<file path="src/rtl/da_shift_accum_if.sv">
// Valid/ready bundle between the LUT stage, the DA accumulator and the result consumer.
//   in_valid / in_ready / lut_in        : plane partial-sum input handshake
//   out_valid / out_ready / acc_out     : finished dot-product output handshake
//   plane_idx                           : index of the next plane the accumulator expects
// master = producer/consumer side, slave = accumulator side.
interface da_shift_accum_if #(
    parameter int K            = 32,
    parameter int DATA_WIDTH_B = 16,
    parameter int X_WIDTH      = 8
);
    localparam int LUT_W = DATA_WIDTH_B + $clog2(K) + 1;
    localparam int OUT_W = LUT_W + X_WIDTH;
    localparam int IDX_W = $clog2(X_WIDTH);

    logic             in_valid;
    logic             in_ready;
    logic [LUT_W-1:0] lut_in;
    logic             out_valid;
    logic             out_ready;
    logic [OUT_W-1:0] acc_out;
    logic [IDX_W-1:0] plane_idx;

    modport master (
        output in_valid, lut_in, out_ready,
        input  in_ready, out_valid, acc_out, plane_idx
    );

    modport slave (
        input  in_valid, lut_in, out_ready,
        output in_ready, out_valid, acc_out, plane_idx
    );
endinterface

</file>
<file path="src/rtl/da_shift_accum.sv">
// Bit-serial distributed-arithmetic accumulator.
// Takes one signed LUT partial sum per activation bit-plane (LSB plane first),
// shift-accumulates X_WIDTH planes and subtracts the MSB (sign) plane, giving a
// two's-complement dot product presented on a valid/ready output.
//   clk : rising-edge clock
//   rst : asynchronous active-high reset, discards any partial frame
//   bus : da_shift_accum_if.slave (input handshake, output handshake, plane_idx)
module da_shift_accum #(
    parameter int K            = 32,
    parameter int DATA_WIDTH_B = 16,
    parameter int X_WIDTH      = 8
) (
    input  logic               clk,
    input  logic               rst,
    da_shift_accum_if.slave    bus
);
    localparam int LUT_W = DATA_WIDTH_B + $clog2(K) + 1;
    localparam int OUT_W = LUT_W + X_WIDTH;
    localparam int IDX_W = $clog2(X_WIDTH);

    typedef enum logic {
        ACCUM,
        HOLD
    } state_t;

    state_t                  state;
    state_t                  state_nxt;
    logic                    in_ready_c;
    logic                    out_valid_c;
    logic                    accept;
    logic                    last_plane;
    logic signed [OUT_W-1:0] lut_ext;
    logic signed [OUT_W-1:0] term;
    logic signed [OUT_W-1:0] acc;
    logic signed [OUT_W-1:0] acc_out_q;
    logic [IDX_W-1:0]        plane_idx_q;

    // Sign-extend to full result width before shifting so no bits are lost.
    assign lut_ext    = {{X_WIDTH{bus.lut_in[LUT_W-1]}}, bus.lut_in};
    assign term       = lut_ext <<< plane_idx_q;
    assign last_plane = (plane_idx_q == IDX_W'(X_WIDTH - 1));
    assign accept     = bus.in_valid && in_ready_c;

    always_ff @(posedge clk or posedge rst) begin
        if (rst) begin
            state <= ACCUM;
        end else begin
            state <= state_nxt;
        end
    end

    always_comb begin
        state_nxt   = state;
        in_ready_c  = 1'b0;
        out_valid_c = 1'b0;
        case (state)
            ACCUM: begin
                in_ready_c = 1'b1;
                if (bus.in_valid && last_plane) begin
                    state_nxt = HOLD;
                end
            end
            HOLD: begin
                out_valid_c = 1'b1;
                if (bus.out_ready) begin
                    state_nxt = ACCUM;
                end
            end
            default: state_nxt = ACCUM;
        endcase
    end

    // The sign plane carries weight -2^(X_WIDTH-1), so it is subtracted.
    always_ff @(posedge clk or posedge rst) begin
        if (rst) begin
            acc         <= '0;
            acc_out_q   <= '0;
            plane_idx_q <= '0;
        end else if (accept) begin
            if (last_plane) begin
                acc_out_q   <= acc - term;
                acc         <= '0;
                plane_idx_q <= '0;
            end else begin
                acc         <= acc + term;
                plane_idx_q <= plane_idx_q + IDX_W'(1);
            end
        end
    end

    assign bus.in_ready  = in_ready_c;
    assign bus.out_valid = out_valid_c;
    assign bus.acc_out   = acc_out_q;
    assign bus.plane_idx = plane_idx_q;
endmodule

</file>
<file path="src/flat_wrapper.sv">
// flat-port wrapper written by rule: the top's interface ports become plain ports
module da_shift_accum_flat 
#(
    parameter int K            = 32,
    parameter int DATA_WIDTH_B = 16,
    parameter int X_WIDTH      = 8
)
  (clk, rst, bus_in_valid, bus_lut_in, bus_out_ready, bus_in_ready, bus_out_valid, bus_acc_out, bus_plane_idx);
  da_shift_accum_if #(.K(K), .DATA_WIDTH_B(DATA_WIDTH_B), .X_WIDTH(X_WIDTH)) bus_i ();
  input  logic clk;
  input  logic rst;
  input wire logic [$bits(bus_i.in_valid)-1:0] bus_in_valid;
  input wire logic [$bits(bus_i.lut_in)-1:0] bus_lut_in;
  input wire logic [$bits(bus_i.out_ready)-1:0] bus_out_ready;
  output wire logic [$bits(bus_i.in_ready)-1:0] bus_in_ready;
  output wire logic [$bits(bus_i.out_valid)-1:0] bus_out_valid;
  output wire logic [$bits(bus_i.acc_out)-1:0] bus_acc_out;
  output wire logic [$bits(bus_i.plane_idx)-1:0] bus_plane_idx;
  assign bus_i.in_valid = bus_in_valid;
  assign bus_i.lut_in = bus_lut_in;
  assign bus_i.out_ready = bus_out_ready;
  assign bus_in_ready = bus_i.in_ready;
  assign bus_out_valid = bus_i.out_valid;
  assign bus_acc_out = bus_i.acc_out;
  assign bus_plane_idx = bus_i.plane_idx;
  da_shift_accum #(.K(K), .DATA_WIDTH_B(DATA_WIDTH_B), .X_WIDTH(X_WIDTH)) u_core (.clk(clk), .rst(rst), .bus(bus_i));
endmodule
</file>
<file path="config.mk">
export PLATFORM = sky130hd
export DESIGN_NAME = da_shift_accum_flat
export DESIGN_NICKNAME = d
export VERILOG_FILES = /design/src/rtl/da_shift_accum_if.sv /design/src/rtl/da_shift_accum.sv /design/src/flat_wrapper.sv
export SDC_FILE = /design/constraint.sdc
export NUM_CORES = 1
export LEC_CHECK = 0
export BUFFER_PORTS_ARGS = -buffer_cell sky130_fd_sc_hd__buf_2
export CORE_MARGIN = 3
export CORE_UTILIZATION = 50
export DETAILED_ROUTE_END_ITERATION = 6
export PLACE_DENSITY = 0.69
export RECOVER_POWER = 100
export SYNTH_ARGS = -nofsm -noshare
export SYNTH_HDL_FRONTEND = slang
export SYNTH_SLANG_ARGS = --single-unit
</file>
<file path="constraint.sdc">
create_clock -name clk -period 4.6 [get_ports clk]
set_clock_uncertainty 0.05 [all_clocks]
set_input_delay 0 -clock clk [delete_from_list [all_inputs] [get_ports clk]]
set_output_delay 0 -clock clk [all_outputs]
set_load 0.05 [all_outputs]
</file>
# Word level (Yosys, flattened, before mapping)
# Index checks and enable logic that the tools add are counted.
# classes
add_sub_neg,3
n_eq_ne,1
shifts,1
muxes,7
bitwise,1
n_reduce_logical,3
# op_table
cell,count
$add 30x30->30,1
$mux 30,1
$sshl 22x3->30,1
$sub 30x30->30,1
$mux 1,4
$add 3x1->3 const B,1
$eq 3x3->1 const B,1
$mux 3,1
$logic_and 1x1->1,2
$pmux 1 s2,1
$reduce_and 2->1,1
$not 1->1,1
# word_totals
ff_bits,64
elab_cells,20

# Longest topological paths before layout
# depth
ltp_word,4
ltp_mapped,18
ltp_nobuf,16

# Worst setup path before layout
# No wires, ideal clock.
# synth_path
kind,register to register
start,"reg u_core.plane_idx_q[0], in the netlist u_core.bus.plane_idx[0]"
end,"reg u_core.acc_out_q[29], in the netlist u_core.bus.acc_out[29]"
t_arrival_ns,4.164
required_ns,4.481
setup_slack_ns,0.316
stages_incl_launch_ff,18
n_path_buf,4
period_less_slack_ns,4.284
cell_sequence,dfrtp_1 -> clkbuf_1 -> clkbuf_1 -> buf_1 -> nor2_1 -> a21oi_1 -> mux2i_1 -> ha_1 -> buf_6 -> and2_1 -> a221oi_1 -> o31ai_1 -> nor2_2 -> o31ai_2 -> a31oi_2 -> o21ai_1 -> or4_1 -> nand3_1
# synth_via
elab_chain_len,2
# synth_rtl
item,line_no,rtl
start: declaration,da_shift_accum.sv:36,logic [IDX_W-1:0] plane_idx_q;
start signal: assignment,da_shift_accum.sv:86,plane_idx_q <= plane_idx_q + IDX_W'(1);
$sshl 22x3->30 / $eq 3x3->1 (equally long branches),"da_shift_accum.sv:40, da_shift_accum.sv:41",
$sub 30x30->30 / $reduce_and 2->1 (equally long branches),-,
end signal: assignment,da_shift_accum.sv:81,acc_out_q <= acc - term;
end: declaration,da_shift_accum.sv:35,logic signed [OUT_W-1:0] acc_out_q;
# Parallel ways exist; a longest one is shown, timed or not.
# A chain may end at the register's enable or synchronous reset.

# Final worst setup path
# layout_path
start,"reg u_core.plane_idx_q[0], in the netlist u_core.bus.plane_idx[0]"
end,"reg u_core.acc_out_q[28], in the netlist u_core.bus.acc_out[28]"
# The elaborated chain is that of the path after synthesis.

==> impl_metrics.ini <==
[synth]
synth-async-reset-ratio_pct = 100
synthFlopType = dfrtp_1
ys_warn_count = 0
synth-edff-count = 0
synth-seq-cells = 64
ys_seq_area_share_pct = 24.3
synth_nets = 900
syn-cell-area_um2 = 6580
ys_types = 74
syn-instance-count = 811
avgSynthCellArea_um2 = 8.11

[final_layout]
layout.cells.non_filler = 1022
layout-drive-gt1-share_pct = 10.8
seq_area_um2 = 1600
multi_input_area_um2 = 4450
insertedDiodeCount = 0
fillers = 1257
layout_common_cells = 104 x nand2_1, 72 x a21oi_1, 71 x o21ai_0
nets = 934
fin_area_um2 = 7170
layout_commonest_cell = nand2_1
syn2layout_area_growth_pct = 8.96

[route]
wirelength_um = 17700
m1WireLength_um = 8950
dr.pass1.iters = 5
avgViaCountPerCell = 5.88
drc = 0
antenna_left = 0
drt-initial-drc-count = 479
wl_met2_um = 7290
met3_wirelength_um = 1170
vias = 6011
highest_layer = met4
wl_per_cell_um = 17.3

[timing]
slew_viol_final = 107
worst_pin_slew_ps = 1690
post-route-min-period_ps = 4370
slew_headroom_pct = -12.7
period_share_pct = 95.0
max_freq_ghz = 0.229
finalSetupViolCount = 0
final_hold_viol_count = 0
setup_ws_ps = 230
rsz0062_at_grt = false
tns_ps = 0

[placement]
placed_cell_area_um2 = 6950
place_inst = 1004
post-dp-hpwl_um = 13500
gp_congestion = 0.921
dpl_worst_slack_ps = 393
portBuffers = 60

[floorplan]
coreArea_um2 = 12700
core.rowCount = 41
die_y_um = 121
start_util_pct = 51.7
ios = 61
fp.dieW_um = 121
die-area_um2 = 14600

[critical_path]
critPathTopFamily = compound AO/OA/AOI/OAI gates
path_class = flip-flop to flip-flop
crit_top_cell = inv_1
slowest_stage = a2111oi_2
end_kind = flip-flop
arrival_ps = 4530
crit_buf_inv = 3
start_kind = flip-flop
path_max_fanout = 11
cpPeakStageDelay_ps = 570
cp.required_ps = 4760
worstPathCellList = inv_1 -> nand2_1 -> nor3_1 -> clkbuf_1 -> ha_1 -> inv_1 -> fa_1 -> a21o_1 -> a21o_4 -> a2111oi_2 -> o32ai_4 -> a41oi_4 -> o21ai_2 -> a21oi_1 -> or4b_1 -> nand3_1

[clock_tree]
root_buffer = clkbuf_16
clock_latency_ps = 340
path_clk_slew_ps = 60
post_cts_buffers = 0
cts_sinks = 64
clock_path_buffers = 2
cts_tree = yes
cts_buffers = 9
htree_levels = 3

[flow_run]
cap_violations = 2

[global_route]
first_global_vias = 5473
gr-total-overflow = 0
grt.total_usage_pct = 24.1
antenna_found_initial = 0
grt_pass1_wl_um = 28000
grt_max_degree = 65

[status]
failed_checks = capacitance limit, slew limit
status = complete, but fails checks

[min_path]
hold_path.class = input pin to flip-flop
-- through the flow --
stage,util (%),hold WS [ps]
finish,56.4,156
global route,56.4,172
CTS,57.3,159
detailed placement,54.6,137
global placement,54.6,135
floorplan,-,46.4
-- timing repair --
item / CTS / global route
hold buffers: 2 / 0
endpoints found under the hold margin: 65 / 0
resized for setup: 0 / 1
endpoints found under the setup margin: 0 / 2
-- final cells by class --
cell class | instances | share of cell area (%)
Multi-Input combinational cell | 631 | 62.0
Clock buffer | 9 | 3.14
Sequential cell | 64 | 22.3
Timing Repair Buffer | 71 | 4.61
Tap cell | 172 | 3.00
Clock inverter | 7 | 1.34
Inverter | 68 | 3.56
-- worst reg2reg max path, stage by stage (launching register included) --
cell and delay, ps:
dfrtp_1 430, inv_1 300, nand2_1 130, nor3_1 200
clkbuf_1 250, ha_1 230, inv_1 60, fa_1 410
a21o_1 220, a21o_4 230, a2111oi_2 570, o32ai_4 200
a41oi_4 300, o21ai_2 140, a21oi_1 260, or4b_1 170
nand3_1 90
-- cell usage after synthesis, types with 6 or more instances --
cell      instances  area [um2]
mux2_2            7        78.8
inv_1            62         233
nor2b_1           9        56.3
mux4_2            7         158
o21bai_1         17         128
a21boi_0          6        45.0
dfrtp_1          64        1600
nand2b_1          9        56.3
and2_1            9        56.3
nand2_1         104         390
ha_1             61         763
o21ai_1           6        30.0
nand3_1          10        50.1
clkbuf_1         29         109
buf_1             8        30.0
o31ai_1          15         113
buf_2             6        30.0
a21oi_1          72         360
o21ai_0          68         340
nor2_1           47         176
nor4_1            8        50.1
xnor2_1          47         412
nand4_1           9        56.3
mux2i_1          19         190
nor3_1           14        70.1
-- metal layers --
layer	track usage (%)	vias up
met5	0	-
met3	3.37	25
met4	6.87	0
met1	36.9	2857
li1	-	2923
met2	35.1	206
-- registers in the layout, summed over array words and instances (netlist names) --
signal / count
u_core.acc: 30
u_core.bus.acc_out: 30
u_core.bus.plane_idx: 3
u_core.state: 1
-- kinds of logic (layout without fill, tap and decap cells) --
family | count (synthesis) | count (layout) | share of synthesized area (%)
buf+inv | 116 | 155 | 7.19
fa+ha+maj | 63 | 63 | 12.2
flops | 64 | 64 | 24.3
compound gates | 250 | 250 | 26.7
simple gates | 234 | 234 | 16.3
xor+xnor | 51 | 51 | 6.79
mux | 33 | 33 | 6.48
-- worst paths after layout --
check / from / slack (ps) / cells after the start / end
setup reg to reg: u_core.bus.plane_idx[0]$_DFFE_PP0P_ / 230 / 16 / u_core.bus.acc_out[28]$_DFFE_PP0P_
max in group asynchronous: rst / 2750 / 4 / u_core.bus.plane_idx[1]$_DFFE_PP0P_
hold reg to reg: u_core.bus.acc_out[20]$_DFFE_PP0P_ / 420 / 2 / u_core.bus.acc_out[20]$_DFFE_PP0P_
setup / recovery: u_core.bus.plane_idx[0]$_DFFE_PP0P_ / 230 / 16 / u_core.bus.acc_out[28]$_DFFE_PP0P_
hold / removal: bus_in_valid / 160 / 3 / u_core.acc[0]$_DFFE_PP0P_
min in group asynchronous: rst / 750 / 4 / u_core.acc[20]$_DFFE_PP0P_
Power is left out: the tool's default activity adds up to more than one toggle a clock period on the data nets, which glitch-free logic cannot reach.
